--- src/rtl/penc_arb_reg.sv ---
// Registered active-low priority encoder/arbiter: latches falling request edges as sticky
// pending bits and offers one winner at a time over valid/ready. PENC_RR_EN selects round-robin.
module penc_arb_reg #(
  parameter  int N     = 9,
  parameter  int CNT_W = 8,
  localparam int IDX_W = $clog2(N)
) (
  input  logic             clk,
  input  logic             rst,
  input  logic [N-1:0]     req_n,
  output logic             out_valid,
  input  logic             out_ready,
  output logic [IDX_W-1:0] out_idx_n,
  output logic             any_n,
  output logic [N-1:0]     pend,
  output logic [CNT_W-1:0] ovr_cnt,
  output logic             dbg_state_o
);

  // Handshake: an offer (out_valid high, out_idx_n stable) is consumed on the rising edge
  // where out_valid && out_ready; out_ready while out_valid is low is ignored.

  typedef enum logic {S_IDLE = 1'b0, S_OFFER = 1'b1} state_e;

  state_e           state_q, state_d;
  logic [N-1:0]     req_q;
  logic [N-1:0]     pend_q, pend_d;
  logic [N-1:0]     fall, clr;
  logic             out_valid_q, out_valid_d;
  logic [IDX_W-1:0] out_idx_n_q, out_idx_n_d;
  logic [IDX_W-1:0] win_idx, acc_idx;
  logic [CNT_W-1:0] ovr_cnt_q, ovr_cnt_d;
  logic             any_n_q, any_n_d;
  logic             accept, ovr_hit;

  assign fall    = req_q & ~req_n;
  assign accept  = out_valid_q & out_ready;
  assign acc_idx = ~out_idx_n_q;

  always_comb begin
    clr = '0;
    if (accept) clr[acc_idx] = 1'b1;
  end

  // Set wins over clear: a fresh fall on the line being accepted stays pending.
  assign pend_d  = (pend_q & ~clr) | fall;
  assign ovr_hit = |(fall & pend_q & ~clr);

  always_comb begin
    ovr_cnt_d = ovr_cnt_q;
    if (ovr_hit && (ovr_cnt_q != {CNT_W{1'b1}})) ovr_cnt_d = ovr_cnt_q + CNT_W'(1);
  end

`ifdef PENC_RR_EN
  logic [IDX_W-1:0] last_q, last_d;
  logic             found;

  // Search downward from last-1 with wrap; k == N lands on last itself.
  always_comb begin
    win_idx = last_q;
    found   = 1'b0;
    for (int k = 1; k <= N; k++) begin
      if (!found && pend_q[(int'(last_q) + N - k) % N]) begin
        win_idx = IDX_W'((int'(last_q) + N - k) % N);
        found   = 1'b1;
      end
    end
  end

  assign last_d = accept ? acc_idx : last_q;

  always_ff @(posedge clk) begin
    if (rst) last_q <= IDX_W'(N - 1);
    else     last_q <= last_d;
  end
`else
  always_comb begin
    win_idx = '0;
    for (int i = 0; i < N; i++) begin
      if (pend_q[i]) win_idx = IDX_W'(i);
    end
  end
`endif

  always_comb begin
    state_d     = state_q;
    out_valid_d = out_valid_q;
    out_idx_n_d = out_idx_n_q;
    case (state_q)
      S_IDLE: begin
        if (|pend_q) begin
          out_idx_n_d = ~win_idx;
          out_valid_d = 1'b1;
          state_d     = S_OFFER;
        end
      end
      S_OFFER: begin
        if (accept) begin
          out_valid_d = 1'b0;
          state_d     = S_IDLE;
        end
      end
      default: begin
        out_valid_d = 1'b0;
        state_d     = S_IDLE;
      end
    endcase
  end

  assign any_n_d = ~((|pend_d) | out_valid_d);

  always_ff @(posedge clk) begin
    if (rst) begin
      state_q     <= S_IDLE;
      req_q       <= '1;
      pend_q      <= '0;
      out_valid_q <= 1'b0;
      out_idx_n_q <= '1;
      ovr_cnt_q   <= '0;
      any_n_q     <= 1'b1;
    end else begin
      state_q     <= state_d;
      req_q       <= req_n;
      pend_q      <= pend_d;
      out_valid_q <= out_valid_d;
      out_idx_n_q <= out_idx_n_d;
      ovr_cnt_q   <= ovr_cnt_d;
      any_n_q     <= any_n_d;
    end
  end

  assign out_valid   = out_valid_q;
  assign out_idx_n   = out_idx_n_q;
  assign pend        = pend_q;
  assign ovr_cnt     = ovr_cnt_q;
  assign any_n       = any_n_q;
  assign dbg_state_o = state_q;

endmodule

--- config.mk ---
export PLATFORM = sky130hd
export DESIGN_NAME = penc_arb_reg
export DESIGN_NICKNAME = d
export VERILOG_FILES = /design/src/rtl/penc_arb_reg.sv
export SDC_FILE = /design/constraint.sdc
export NUM_CORES = 1
export LEC_CHECK = 0
export CELL_PAD_IN_SITES_DETAIL_PLACEMENT = 1
export CELL_PAD_IN_SITES_GLOBAL_PLACEMENT = 1
export CORE_ASPECT_RATIO = 1.75
export CORE_UTILIZATION = 35
export CTS_BUF_LIST = sky130_fd_sc_hd__clkbuf_4 sky130_fd_sc_hd__clkbuf_8 sky130_fd_sc_hd__clkbuf_16
export CTS_CLUSTER_DIAMETER = 200
export DETAILED_ROUTE_END_ITERATION = 12
export GPL_ROUTABILITY_DRIVEN = 0
export PLACE_DENSITY_LB_ADDON = 0.1
export SYNTH_ARGS = -nofsm -noshare
export SYNTH_HDL_FRONTEND = slang
export SYNTH_SLANG_ARGS = --single-unit
export TNS_END_PERCENT = 30
--- constraint.sdc ---
create_clock -name clk -period 2.1 [get_ports clk]
set_clock_uncertainty 0.1 [all_clocks]
set_input_delay 0.21 -clock clk [delete_from_list [all_inputs] [get_ports clk]]
set_output_delay 0.21 -clock clk [all_outputs]
set_load 0.01 [all_outputs]
# Yosys cells after proc, flatten, opt, wreduce, memory -nomap -nowiden
# Cells that the tools add are included.
# totals
reg_bits	33
inputBits	12
output_inout_bits	24
word_cells	47
# classes
n_addsub	1
n_lt_le_gt_ge	2
eq_ne	1
muxes	17
bitwise	13
n_reduce_logical	6
# ops
cell	n
9-bit AND	4
4-bit two-way mux	7
9-bit OR reduction	3
9-bit inverter	2
9-bit two-way mux	1
9-bit bitwise OR	1
8-bit by 1-bit adder with 8-bit output, second input constant	1
8-bit inequality test, second input constant	1
4-bit inverter	2
1-bit two-way mux	6
4-bit by 5-bit less-than comparator with 1-bit output, second input constant	1
1-bit demux with 4-bit select	1
4-bit by 1-bit >= comparator with 1-bit output, second input constant	1
1-bit one-hot mux with 2 select lines	2
1-bit logical AND	2
1-bit inverter	2
2-bit AND reduction	1
1-bit AND	1
1-bit bitwise OR	1

# Depth between registers and ports, before layout
# Gate-level depths: netlist (run 1).
# depth
depth_word	12
mapped_depth	7
ltp_nobuf	7

# Worst setup path before layout (run 1)
# No wires, ideal clock.
# synth_path
path_kind	register to register
startpoint	register out_idx_n_q[2] (netlist: out_idx_n[2])
endpoint	register ovr_cnt_q[5] (netlist: ovr_cnt[5])
setup_time_ns	0.121
arrival_ns	1.807
required_time_ns	1.879
slack_ns	0.071
path_stages_with_launch	8
path_buffers	1
synth_period_minus_slack_ns	2.029
path_cell_list	dfxtp_1 > nand4b_2 > o31ai_2 > o221a_1 > and4bb_1 > buf_6 > nor3_1 > mux2_4
# synth_via
elab_chain_cells	10
word_cells_on_any_way	11
classes_between	order compare (2); mux (3); bitwise (3); reduce/logical (3)
# synth_rtl
item	line_no	source
start: declaration	30	logic [IDX_W-1:0] out_idx_n_q, out_idx_n_d;
start signal: assignment	126	out_idx_n_q <= out_idx_n_d;
4-bit inverter (*)	38	assign acc_idx = ~out_idx_n_q;
4-bit by 5-bit less-than comparator with 1-bit output (not written as such) / 4-bit by 1-bit >= comparator with 1-bit output (equally long branches)	42	if (accept) clr[acc_idx] = 1'b1;
1-bit logical AND (not written as such)	42	
1-bit two-way mux (not written as such)	42	
1-bit demux with 4-bit select (*)	42	
9-bit two-way mux (*)	42	
9-bit inverter (*)	47	assign ovr_hit = |(fall & pend_q & ~clr);
9-bit AND (*)	47	
9-bit OR reduction (*)	47	
1-bit logical AND (*)	51	if (ovr_hit && (ovr_cnt_q != {CNT_W{1'b1}})) ovr_cnt_d = ovr_cnt_q + CNT_W'(1);
end signal: assignment	127	ovr_cnt_q <= ovr_cnt_d;
end: declaration	32	logic [CNT_W-1:0] ovr_cnt_q, ovr_cnt_d;
# Mark *: on every way between the ends. The rest lies on a longest branch, timed or not.
# A chain may end at the register's enable or synchronous reset.

# Final worst setup path (run 1)
# layout_path
startpoint	register out_idx_n_q[3] (netlist: out_idx_n[3])
endpoint	register ovr_cnt_q[5] (netlist: ovr_cnt[5])
# The elaborated chain is that of the path after synthesis.

==> results of run 1 <==
[power by group]
group | internal (W) | switching [W]
Combinational | 0.000202 | 0.000164
Sequential | 0.000675 | 0.0000535
Clock | 0.000242 | 0.000229
Total | 0.00112 | 0.000447
[synthesized netlist by cell type (all sizes together) (2+ instances only)]
cell | number | area share [%]
dfxtp | 33 | 46
nor2 | 15 | 3.9
a21oi | 14 | 4.9
nand2 | 10 | 2.6
o21ai | 10 | 3.5
or2 | 10 | 4.4
nor2b | 8 | 3.5
nor3 | 8 | 2.8
nand2b | 7 | 3.1
nand4 | 7 | 3.1
o31ai | 4 | 2.4
or3 | 4 | 1.7
clkbuf | 3 | 0.78
inv | 3 | 0.78
nand3 | 3 | 1.0
mux2 | 2 | 1.8
o211ai | 2 | 1.0
o221a | 2 | 1.6
[through the flow]
step / TNS, ns / std cells / instance area [µm²]
detailed placement: -3.29 / 263 / 1980
global placement: -2.35 / 263 / 1980
CTS: 0 / 271 / 2080
global route: -0.136 / 271 / 2100
floorplan: 0 / 163 / 1440
finish: 0 / 271 / 2100
[cells by family after synthesis]
kind of cell / share of synthesized area, %
mux: 2.53
fa+ha+maj: 0.872
buf+inv: 2.35
flops: 46.0
simple gates: 30.3
compound gates: 17.9
[layer usage]
layer,track usage [%],vias up
met5,0,-
met4,11.1,0
met3,4.56,14
met2,46.1,34
met1,21.3,723
li1,-,701
[worst max path at each step]
stage	depth (start not counted)	end	slack, ns
2_1_floorplan	7	ovr_cnt[5]	0.07
3_3_place_gp	7	ovr_cnt[5]	-0.34
3_5_place_dp	7	ovr_cnt[5]	-0.45
4_1_cts	7	ovr_cnt[0]	0.009
5_1_grt	6	ovr_cnt[5]	-0.04
6_report	6	ovr_cnt[5]	0.09
[cell type report]
cell class	instances	area [µm²]
sequential	33	667
fill	484	1800
clock buffer	6	76.3
tap	48	60.1
multi-input combinational	123	769
clock inverter	2	10.0
inverter	3	11.3
timing repair buffer	56	507
[critical path: stages, from the launching register on]
cell and delay, ns:
sky130_fd_sc_hd__dfxtp_2 0.40, sky130_fd_sc_hd__nand4_1 0.22, sky130_fd_sc_hd__o21ai_0 0.28, sky130_fd_sc_hd__o22ai_1 0.11, sky130_fd_sc_hd__and4bb_4 0.40, sky130_fd_sc_hd__nor3_1 0.09, sky130_fd_sc_hd__mux2_4 0.30
[what timing repair did]
action	in CTS	in global routing
gates cloned	0	0
pin swaps	1	1
setup endpoints to repair	8	8
gates resized for setup	6	7
[sequential cells by signal, indices dropped and copies added (netlist names)]
signal       cells
req_q            9
dbg_state_o      1
ovr_cnt          8
out_idx_n        4
out_valid        1
pend             9
any_n            1
==> impl_results.html, run 1 <==
<table>
<tr><th>Metric</th><th>Value</th></tr>
<tr><th colspan="2">Synth</th></tr>
<tr><td>Number of warnings printed during yosys synthesis</td><td>0</td></tr>
<tr><td>Share of flip-flops with an asynchronous set or reset</td><td>0%</td></tr>
<tr><td>Synthesized Nets</td><td>around 180</td></tr>
<tr><td>Area of the mapped netlist</td><td>1440 µm²</td></tr>
<tr><td>Mean area per synthesized cell</td><td>between 8 and 9 µm²</td></tr>
<tr><td>Yosys reg bits</td><td>33</td></tr>
<tr><td>Part of the Yosys area used for sequential elements</td><td>46.0%</td></tr>
<tr><td>Count of different cell masters after synthesis</td><td>40</td></tr>
<tr><td>Top flip-flop cell by instance count after synthesis</td><td>sky130_fd_sc_hd__dfxtp_1</td></tr>
<tr><td>Post-synthesis cell count</td><td>approximately 160</td></tr>
<tr><td>Number of enable flip-flop cells after synthesis</td><td>0</td></tr>
<tr><th colspan="2">Floorplan</th></tr>
<tr><td>Number of rows in the core area</td><td>30</td></tr>
<tr><td>Die Height</td><td>86.7 µm</td></tr>
<tr><td>Core Box Area</td><td>roughly 4000 µm²</td></tr>
<tr><td># IOs</td><td>36</td></tr>
<tr><td>Effective utilization at floorplan</td><td>36.8%</td></tr>
<tr><td>DIE WIDTH</td><td>around 50 µm</td></tr>
<tr><td>DIE AREA</td><td>approximately 4400 µm²</td></tr>
<tr><th colspan="2">Timing</th></tr>
<tr><td>Hold violation count in the final report</td><td>0</td></tr>
<tr><td>Worst hold slack</td><td>just over 0.4 ns</td></tr>
<tr><td>Max-slew headroom at the worst pin</td><td>70.8%</td></tr>
<tr><td>Highest clock frequency the design can meet</td><td>497 MHz</td></tr>
<tr><td>Number of max-slew violations in the final report</td><td>0</td></tr>
<tr><td>RSZ-0062 raised after global routing</td><td>true</td></tr>
<tr><td>Portion of the clock cycle consumed by the worst path in the final layout</td><td>95.9%</td></tr>
<tr><td>Post-route minimum period</td><td>around 2.0 ns</td></tr>
<tr><td>Smallest setup slack after layout</td><td>0.0863 ns</td></tr>
<tr><td>Final count of negative-setup-slack endpoints</td><td>0</td></tr>
<tr><td>Worst slew pin tran</td><td>0.434 ns</td></tr>
<tr><th colspan="2">Final layout</th></tr>
<tr><td>Fraction of final layout cells with drive strength greater than 1</td><td>22.9%</td></tr>
<tr><td>Highest-count cells in the layout ignoring fill and taps</td><td>34 x sky130_fd_sc_hd__clkdlybuf4s50_1, 28 x sky130_fd_sc_hd__dfxtp_1, 21 x sky130_fd_sc_hd__buf_4</td></tr>
<tr><td>Synthesis-to-layout area growth</td><td>46.4%</td></tr>
<tr><td>Final Core Density</td><td>53.8%</td></tr>
<tr><td>Diode insertion count for antenna repair</td><td>0</td></tr>
<tr><td>Number of nets in the layout</td><td>235</td></tr>
<tr><td>Most common cell after layout, fill and taps aside</td><td>sky130_fd_sc_hd__clkdlybuf4s50_1</td></tr>
<tr><th colspan="2">Run</th></tr>
<tr><td>Max_cap viols</td><td>0</td></tr>
<tr><th colspan="2">Worst hold path</th></tr>
<tr><td>Cells on Worst Hold Path</td><td>4</td></tr>
<tr><td>Endpoint, Worst Hold</td><td>dbg_state_o</td></tr>
<tr><td>Type of the most critical hold path</td><td>in -&gt; reg</td></tr>
<tr><td>Hold path startpoint</td><td>out_ready</td></tr>
<tr><th colspan="2">Power and ir drop</th></tr>
<tr><td>Areal power density over the cells</td><td>746 nW/µm²</td></tr>
<tr><td>Highest ir drop seen on vdd</td><td>~0.00053 V</td></tr>
<tr><td>Total leakage power</td><td>0.813 nW</td></tr>
<tr><td>Total Power</td><td>0.00157 W</td></tr>
<tr><th colspan="2">Critical path</th></tr>
<tr><td>Largest driver fanout on the critical path</td><td>8</td></tr>
<tr><td>Startpoint of the worst register-to-register path</td><td>out_idx_n[3]</td></tr>
<tr><td>Setup CP Type</td><td>reg -&gt; reg</td></tr>
<tr><td>Number of cells on the worst reg-to-reg path</td><td>6</td></tr>
<tr><td>R2r setup slk</td><td>0.09 ns</td></tr>
<tr><td>Critical R2R Capture</td><td>ovr_cnt[5]</td></tr>
<tr><td>Required time reported for the critical path endpoint</td><td>2.18 ns</td></tr>
<tr><td>Critical Path AT</td><td>2.09 ns</td></tr>
<tr><td>Nature of the critical path startpoint</td><td>flop</td></tr>
<tr><td>CP Launch Point</td><td>out_idx_n[3]</td></tr>
<tr><td>CP endpoint kind</td><td>flop</td></tr>
<tr><th colspan="2">Clocking</th></tr>
<tr><td>Clock tree buffer depth</td><td>2</td></tr>
<tr><td>Clk_lat worst skew</td><td>0.28 ns</td></tr>
<tr><td>Clock H-tree levels</td><td>2</td></tr>
<tr><td>Clock-pin transition on the worst setup and hold timing paths</td><td>0.07 ns</td></tr>
<tr><td>Buffers inserted during post-CTS setup optimization</td><td>0</td></tr>
<tr><td>Clock sinks</td><td>33</td></tr>
<tr><td>Hold_buf cts</td><td>0</td></tr>
<tr><td>Clock tree root driver cell</td><td>sky130_fd_sc_hd__clkbuf_8</td></tr>
<tr><td>TritonCTS clock tree</td><td>done</td></tr>
<tr><td>Total clock buffers created by CTS</td><td>5</td></tr>
<tr><th colspan="2">Drt</th></tr>
<tr><td>Remaining number of nets flagged by the antenna check after routing</td><td>0</td></tr>
<tr><td>Average wire per cell in the routed design</td><td>about 17 µm</td></tr>
<tr><td>Violation count after the first detailed-routing iteration</td><td>22</td></tr>
<tr><td>Wirelength, routed</td><td>4.52 mm</td></tr>
<tr><td>Vias per Instance</td><td>5.43</td></tr>
<tr><td>Top layer reached by signal wires</td><td>met4</td></tr>
<tr><td>Routed via count</td><td>1,472</td></tr>
<tr><td>DRC violations left</td><td>0</td></tr>
<tr><td>Total length of routed met2 wires</td><td>between 2 and 3 mm</td></tr>
<tr><td>First-pass iteration count of the detailed router</td><td>4</td></tr>
<tr><td>Wire length on met3</td><td>132 µm</td></tr>
<tr><td>Met1 WL</td><td>1.65 mm</td></tr>
<tr><th colspan="2">Global routing</th></tr>
<tr><td>Overall global routing resource usage</td><td>23.1%</td></tr>
<tr><td>Antenna violations before repair</td><td>0</td></tr>
<tr><td>Pin count of the biggest net entering global routing</td><td>21</td></tr>
<tr><td>Vias in the first global route</td><td>1,647</td></tr>
<tr><td>Wire length of the first global-routing pass</td><td>7.46 mm</td></tr>
<tr><td>Overflow after GRT</td><td>0</td></tr>
<tr><th colspan="2">Outcome</th></tr>
<tr><td>Result of the run</td><td>completed</td></tr>
<tr><th colspan="2">Place</th></tr>
<tr><td>Placement Setup Slack</td><td>-0.453 ns</td></tr>
<tr><td>Buffers on Ports</td><td>35</td></tr>
<tr><td>Estimated wirelength of the detail-placed design</td><td>3.53 mm</td></tr>
</table>
Note: power is estimated with default switching activity, not from simulation.
==> run 2, diff against run 1 <==
--- a/config.mk
+++ b/config.mk
@@ -7,13 +7,13 @@
 export LEC_CHECK = 0
 export CELL_PAD_IN_SITES_DETAIL_PLACEMENT = 1
 export CELL_PAD_IN_SITES_GLOBAL_PLACEMENT = 1
-export CORE_ASPECT_RATIO = 1.75
 export CORE_UTILIZATION = 35
 export CTS_BUF_LIST = sky130_fd_sc_hd__clkbuf_4 sky130_fd_sc_hd__clkbuf_8 sky130_fd_sc_hd__clkbuf_16
 export CTS_CLUSTER_DIAMETER = 200
 export DETAILED_ROUTE_END_ITERATION = 12
 export GPL_ROUTABILITY_DRIVEN = 0
-export PLACE_DENSITY_LB_ADDON = 0.1
+export PLACE_DENSITY = 0.76
+export SLEW_MARGIN = 5
 export SYNTH_ARGS = -nofsm -noshare
 export SYNTH_HDL_FRONTEND = slang
 export SYNTH_SLANG_ARGS = --single-unit
==> impl_results.html, run 2 (same netlist as run 1, synthesis figures left out) <==
<table>
<tr><th>Metric</th><th>Value</th></tr>
<tr><th colspan="2">Outcome</th></tr>
<tr><td>Result of the run</td><td>completed</td></tr>
<tr><th colspan="2">Critical path</th></tr>
<tr><td>CP endpoint kind</td><td>flop</td></tr>
<tr><td>Setup CP Type</td><td>reg -&gt; reg</td></tr>
<tr><td>Largest driver fanout on the critical path</td><td>7</td></tr>
<tr><td>Required time reported for the critical path endpoint</td><td>2.17 ns</td></tr>
<tr><td>Nature of the critical path startpoint</td><td>flop</td></tr>
<tr><td>Critical Path AT</td><td>about 2.1 ns</td></tr>
<tr><td>Slowest CP cell</td><td>sky130_fd_sc_hd__dfxtp_4</td></tr>
<tr><td>Sequence of cells on the critical path</td><td>nand4_1 &gt; buf_4 &gt; o31ai_4 &gt; o22ai_2 &gt; and4bb_4 &gt; nor2b_1 &gt; mux2_1</td></tr>
<tr><td>Combined buffer and inverter count along the critical path</td><td>1</td></tr>
<tr><td>Largest stage delay, worst path</td><td>0.38 ns</td></tr>
<tr><td>Cell type group with the largest total delay on the critical path</td><td>simple AND/OR/NAND/NOR gates</td></tr>
<tr><td>R2r setup slk</td><td>0.04 ns</td></tr>
<tr><th colspan="2">Drt</th></tr>
<tr><td>Routed via count</td><td>about 1,500</td></tr>
<tr><td>DRC violations left</td><td>0</td></tr>
<tr><td>Total length of routed met2 wires</td><td>2.34 mm</td></tr>
<tr><td>First-pass iteration count of the detailed router</td><td>4</td></tr>
<tr><td>Top layer reached by signal wires</td><td>met4</td></tr>
<tr><td>Average wire per cell in the routed design</td><td>approximately 17 µm</td></tr>
<tr><td>Vias per Instance</td><td>5.46</td></tr>
<tr><td>Remaining number of nets flagged by the antenna check after routing</td><td>0</td></tr>
<tr><td>Violation count after the first detailed-routing iteration</td><td>127</td></tr>
<tr><td>Wire length on met3</td><td>about 160 µm</td></tr>
<tr><td>Wirelength, routed</td><td>4.65 mm</td></tr>
<tr><td>Met1 WL</td><td>2.03 mm</td></tr>
<tr><th colspan="2">Timing</th></tr>
<tr><td>RSZ-0062 raised after global routing</td><td>true</td></tr>
<tr><td>Final count of negative-setup-slack endpoints</td><td>0</td></tr>
<tr><td>Portion of the clock cycle consumed by the worst path in the final layout</td><td>98.0%</td></tr>
<tr><td>Smallest setup slack after layout</td><td>0.0418 ns</td></tr>
<tr><td>Number of max-slew violations in the final report</td><td>0</td></tr>
<tr><td>Post-route minimum period</td><td>around 2.1 ns</td></tr>
<tr><td>Worst slew pin tran</td><td>0.478 ns</td></tr>
<tr><td>Highest clock frequency the design can meet</td><td>486 MHz</td></tr>
<tr><td>Max-slew headroom at the worst pin</td><td>68.1%</td></tr>
<tr><td>Hold violation count in the final report</td><td>0</td></tr>
<tr><th colspan="2">Place</th></tr>
<tr><td>Estimated wirelength of the detail-placed design</td><td>roughly 3.4 mm</td></tr>
<tr><td>Total placed cells including tap cells</td><td>258</td></tr>
<tr><td>Buffers on Ports</td><td>35</td></tr>
<tr><td>Placement Setup Slack</td><td>-0.412 ns</td></tr>
<tr><th colspan="2">Clocking</th></tr>
<tr><td>Clock sinks</td><td>33</td></tr>
<tr><td>Total clock buffers created by CTS</td><td>5</td></tr>
<tr><td>Clock H-tree levels</td><td>2</td></tr>
<tr><td>Clock-pin transition on the worst setup and hold timing paths</td><td>roughly 0.06 ns</td></tr>
<tr><td>Clock tree buffer depth</td><td>2</td></tr>
<tr><td>TritonCTS clock tree</td><td>done</td></tr>
<tr><td>Clk_lat worst skew</td><td>0.28 ns</td></tr>
<tr><td>Clock tree root driver cell</td><td>sky130_fd_sc_hd__clkbuf_8</td></tr>
<tr><th colspan="2">Floorplan</th></tr>
<tr><td>Number of rows in the core area</td><td>22</td></tr>
<tr><td># IOs</td><td>36</td></tr>
<tr><td>DIE AREA</td><td>4360 µm²</td></tr>
<tr><td>Die Height</td><td>~66 µm</td></tr>
<tr><td>Effective utilization at floorplan</td><td>37.8%</td></tr>
<tr><td>DIE WIDTH</td><td>66.0 µm</td></tr>
<tr><td>Core Box Area</td><td>3800 µm²</td></tr>
<tr><th colspan="2">Final layout</th></tr>
<tr><td>Number of nets in the layout</td><td>232</td></tr>
<tr><td>Number of fill cells</td><td>between 400 and 500</td></tr>
<tr><td>Synthesis-to-layout area growth</td><td>48.1%</td></tr>
<tr><td>Sequential cell area</td><td>674 µm²</td></tr>
<tr><td>Most common cell after layout, fill and taps aside</td><td>sky130_fd_sc_hd__clkdlybuf4s50_1</td></tr>
<tr><td>Area taken by multi-input logic gates</td><td>802 µm²</td></tr>
<tr><td>Final Core Density</td><td>56.0%</td></tr>
<tr><td>Fraction of final layout cells with drive strength greater than 1</td><td>24.2%</td></tr>
<tr><td>Final non-filler cell total</td><td>267</td></tr>
<tr><td>Diode insertion count for antenna repair</td><td>0</td></tr>
<tr><td>Highest-count cells in the layout ignoring fill and taps</td><td>34 x sky130_fd_sc_hd__clkdlybuf4s50_1, 28 x sky130_fd_sc_hd__dfxtp_1, 17 x sky130_fd_sc_hd__buf_4</td></tr>
<tr><th colspan="2">Worst hold path</th></tr>
<tr><td>Type of the most critical hold path</td><td>in -&gt; reg</td></tr>
<tr><th colspan="2">Global routing</th></tr>
<tr><td>Overall global routing resource usage</td><td>22.3%</td></tr>
<tr><td>Pin count of the biggest net entering global routing</td><td>18</td></tr>
<tr><td>Overflow after GRT</td><td>0</td></tr>
<tr><td>Antenna violations before repair</td><td>0</td></tr>
<tr><td>Vias in the first global route</td><td>between 1,000 and 1,500</td></tr>
<tr><td>Wire length of the first global-routing pass</td><td>7.15 mm</td></tr>
<tr><th colspan="2">Power and ir drop</th></tr>
<tr><td>Areal power density over the cells</td><td>approximately 750 nW/µm²</td></tr>
<tr><td>Total leakage power</td><td>0.797 nW</td></tr>
<tr><td>Highest ir drop seen on vdd</td><td>0.000523 V</td></tr>
<tr><th colspan="2">Run</th></tr>
<tr><td>Max_cap viols</td><td>0</td></tr>
</table>
## run 2: cell types whose count changed in the layout (fill, tap and decap cells not counted), sizes merged
cell | before | now
buf | 21 | 18
clkbuf | 6 | 7
clkinv | 2 | 0
## run 2: cell type report
cell class / instances / area share, %
sequential: 33 / 31.7
inverter: 3 / 0.530
clock buffer: 7 / 4.24
multi-input combinational: 123 / 37.7
tap: 48 / 2.83
timing repair buffer: 53 / 23.0
## run 2: final timing paths
kind                startpoint         end  cells past startpoint
setup / recovery  out_idx_n[3]  ovr_cnt[0]                      7
hold / removal        req_n[1]    req_q[1]                      2
setup reg to reg  out_idx_n[3]  ovr_cnt[0]                      7
hold reg to reg       req_q[1]     pend[1]                      2
## run 2: through the flow
| step | setup TNS, ns | area, µm² | hold slack [ns] | power [W] |
|---|---|---|---|---|
| after floorplan | 0 | 1440 | 0.217 | 0.000889 |
| after global placement | -2.12 | 1940 | 0.387 | 0.00107 |
| after detailed placement | -2.86 | 1940 | 0.412 | 0.00108 |
| after CTS | 0 | 2050 | 0.409 | 0.00158 |
| after global routing | -0.0166 | 2130 | 0.438 | 0.00167 |
| final | 0 | 2130 | 0.415 | 0.00160 |
## run 2: layer usage
layer	up-vias	GRT usage, %
met1	704	28.8
li1	704	-
met3	11	4.66
met5	-	0
met4	0	7.98
met2	39	36.6
## run 2: repair_timing
item | in CTS | in global routing
resized for setup | 8 | 18
pin swaps | 2 | 4
endpoints found under the setup margin | 8 | 9
setup buffers | 0 | 2
hold buffers | 0 | 0
## run 2: power by group
part	switching [W]	total [W]	internal, W
Combinational	0.000172	0.000373	0.000201
Clock	0.000219	0.000491	0.000273
Sequential	0.0000630	0.000738	0.000675
Total	0.000453	0.00160	0.00115
==> RTL change 1, RTL diff (settings of run 2) <==
Change the parameter `CNT_W` from 8 to 12.
--- a/src/rtl/penc_arb_reg.sv
+++ b/src/rtl/penc_arb_reg.sv
@@ -4,3 +4,3 @@
   parameter  int N     = 9,
-  parameter  int CNT_W = 8,
+  parameter  int CNT_W = 12,
   localparam int IDX_W = $clog2(N)
Interface: changed (resized ovr_cnt); port bits go from 36 to 40. The function was not compared with the original's and may differ.
==> RTL change 1 against run 2 <==
  * Core utilization up 1.1 points
  * Fmax fell by 12%
  * Worst setup slack worse by 0.28 ns
  * Sequential share of layout area down 1.9 points
  * Routed wire length grew 20%
  * Area after synthesis increased by 15%
  * Sequential cell count rose by 4
  * Critical endpoint is now ovr_cnt[2]
  * Power up 9.6%
  * Final cell count is 19% higher
  * The run now ends with DRC, setup timing left
  * First-iteration DRC count is 25% lower
  * Combinational power rose by 19%
  * Final area up 19%
==> RTL change 1: results <==
group,metric,value,unit
outcome,status,"complete, but fails checks",
outcome,violations,"DRC, setup timing",
global_route,grtUsageTotal,0.232,
placed_design,dpl_cell_area,2290,um^2
layout,nNonClkBuffers,74,
min_path,hp-start,"req_n[8]",
sta,layout_setup_ws,-0.235,ns
yosys,ys_types,39,
placed_design,dp_cells,303,
global_route,use_met3,0.0456,
route,vias_per_cell,5.53,
setup_path,cp-endpoint,"ovr_cnt[2]",
layout,inverters,6,
route,drt-pass1-iter-count,8,
global_route,grt_pass1_wl,9.04,mm
yosys,synth_top_cells_by_count,"37 x dfxtp_1, 17 x nor2_1, 15 x a21oi_1",
layout,area_growth,54.0,%
route,via_count,1764,
layout,clkbuf_count,6,
layout,buf_share,0.257,
layout,final_nets,279,
sta,setup_violations,12,
layout,multi_input_area_share,0.376,
route,wl_met2,2.82,mm
clocking,cts_sinks,37,
route,wl_met1,2.51,mm
layout,final-clk-cell-share,0.0341,
placed_design,place_ws,-0.662,ns
clocking,clkLatencyLatePin,0.30,ns
yosys,synth.area.top_cells,"dfxtp_1 45%, a21oi_1 4.6%, o21ai_0 4.0%, nor2_1 3.9%, nand2b_1 3.4%",
route,wl_met3,163,um
layout,seq_area,757,um^2
power,p_sw,0.532,mW
sta,timing_worst_slew_pin_value,0.415,ns
placed_design,post-dp-hpwl,3.69,mm
route,drc,4,
yosys,yosysSeqAreaShare,0.450,
min_path,min_to,"req_q[8]",
yosys,synth_nets,205,
route,dr.first_iter.drc_count,95,
yosys,synthCells,192,
global_route,use_met2,0.385,
power,power_frac_comb,0.252,
RTL change 1: what timing repair did:
item                       CTS  global route
gates resized for setup     17             7
setup buffers                5             3
gates cloned                 0             0
setup endpoints to repair   12            13
pin swaps                    8             0
RTL change 1: through the flow:
step / hold WS (ns) / power, mW / utilization / setup TNS [ns]
final: 0.404 / 1.76 / 0.570 / -1.39
after global routing: 0.410 / 1.83 / 0.570 / -2.25
after global placement: 0.388 / 1.18 / 0.515 / -5.15
after detailed placement: 0.397 / 1.19 / 0.515 / -6.17
after floorplan: 0.217 / 0.981 / - / -0.317
after CTS: 0.400 / 1.72 / 0.557 / -0.528
RTL change 1: logic make-up (layout without fill, tap and decap cells):
family | count (synthesis) | after routing | share of synthesized area
adder cells (fa/ha/maj) | 1 | 1 | 0.00760
buffers and inverters | 13 | 88 | 0.0312
flip-flops | 37 | 37 | 0.450
multiplexers | 2 | 2 | 0.0182
AO/OA/AOI/OAI | 48 | 48 | 0.183
AND/OR/NAND/NOR | 91 | 91 | 0.310
==> RTL change 2, RTL diff (flow settings as in run 2) <==
Made on the original files. Put one more register stage on the output `ovr_cnt`, cleared by the reset. The value now appears one clock later. The other outputs are not delayed to match.
--- a/src/rtl/penc_arb_reg.sv
+++ b/src/rtl/penc_arb_reg.sv
@@ -134,3 +134,9 @@
   assign pend        = pend_q;
-  assign ovr_cnt     = ovr_cnt_q;
+  always_ff @(posedge clk) begin
+    if (rst) begin
+      ovr_cnt <= '0;
+    end else begin
+      ovr_cnt <= ovr_cnt_q;
+    end
+  end
   assign any_n       = any_n_q;
Behaviour: not the same (Yosys sat finds a counterexample within 4 cycles, from zero or initial values and one cycle with rst high).
==> RTL change 2 against run 2 <==
  * The flow now finishes with violations (DRC, setup timing)
  * Power is 14% higher
  * Fmax is 7.4% lower
  * Area after synthesis is 17% higher
  * Via count is 7.4% higher
  * Final area is 16% higher
  * Worst setup slack worse by 0.16 ns
  * Routed wire length is 3.4% higher
  * Sequential cell count is 8 higher
  * Largest power group unchanged
==> RTL change 2: results <==
group,metric,value,unit
outcome,status,"complete, but fails checks",
outcome,violations,"DRC, setup timing",
layout,multi_input_gates,132,
setup_path,worstPathMaxFanout,6,
yosys,yosysSeqAreaShare,0.487,
power,seqPwrFrac,0.484,
placed_design,place_ws,-0.485,ns
sta,fin_hold_ws,0.410,ns
layout,final-clk-cell-share,0.0365,
route,routedWlPerCell,16.4,um
placed_design,dpl_cell_area,2210,um^2
global_route,use_met3,0.0506,
layout,nFillCells,505,
placed_design,post-dp-hpwl,3.35,mm
power,p_leak,0.954,nW
global_route,grt_pass1_wl,8.07,mm
route,drt-pass1-iter-count,8,
layout,seq_area,835,um^2
layout,final_nets,254,
layout,multi_input_area_share,0.377,
setup_path,cp-endpoint,"ovr_cnt_q[0]",
route,wl_met1,1.99,mm
power,p_per_area,743,nW/um^2
global_route,grt_max_degree,37,
route,dr.first_iter.drc_count,34,
yosys,ys_types,42,
yosys,ys_ff_latch,41,
setup_path,regToRegSetupSlack,-0.12,ns
route,wl_met2,2.48,mm
sta,layout_setup_ws,-0.122,ns
layout,inverters,3,
min_path,hp-start,"req_n[6]",
route,wl_met3,196,um
power,p_sw_frac,0.271,
setup_path,worstPathArrival,2.30,ns
layout,buf_share,0.217,
power,p_clk,0.523,mW
min_path,min_to,"req_q[6]",
route,drc,5,
global_route,grtUsageTotal,0.207,
sta,max_slew_margin,0.678,
setup_path,worstRegToRegCells,6,
global_route,gr-usage-met1,0.223,
sta,setup_violations,8,
layout,nNonClkBuffers,58,
route,vias_per_cell,5.34,
global_route,grt_pass1_vias,1727,
yosys,synth_top_cells_by_count,"41 x dfxtp_1, 23 x nor2_1, 14 x nor2b_1",
layout,stdcell_area,2470,um^2
setup_path,crit_start,"out_idx_n[2]",
yosys,async_flop_share,0,
layout,area_growth,46.4,%
layout,drive_above_1_share,0.286,
power,ir_worst_vdd,0.374,mV
setup_path,crit_path_top_delay_cell,"or4_4",
global_route,use_met2,0.381,
yosys,synth.area.top_cells,"dfxtp_1 49%, nor2b_1 5.2%, nor2_1 5.1%, or2_2 3.3%, a21oi_1 2.7%",
yosys,yosys_warnings,0,
## RTL change 2: changes by cell type in the layout (fill, tap and decap cells not counted), sizes merged, moves of 3 or more
cell / delta
dfxtp: +8
nor2: +8
nor2b: +6
a21oi: -5
buf: +5
and2: +3
mux2: +3
nand3: +3
nand4: -3
o31ai: -3
or3: -3
## RTL change 2: through the flow
stage	cells	setup TNS, ns
3_5_place_dp	277	-3.50
2_1_floorplan	181	-0.0398
5_1_grt	293	-1.13
4_1_cts	292	-0.349
6_report	293	-0.599
3_3_place_gp	277	-3.08
## RTL change 2: cells by family after synthesis
logic type	Yosys count	share of synthesized area
adders and majority gates	1	0.00743
and+or+nand+nor	91	0.299
AOI/OAI and AO/OA	35	0.143
DFF	41	0.487
muxes	5	0.0401
buffers and inverters	8	0.0223
## RTL change 2: timing repair
item | in CTS | in global routing
resized for setup | 13 | 7
endpoints found under the setup margin | 8 | 8
setup buffers | 8 | 1
pin swaps | 9 | 3
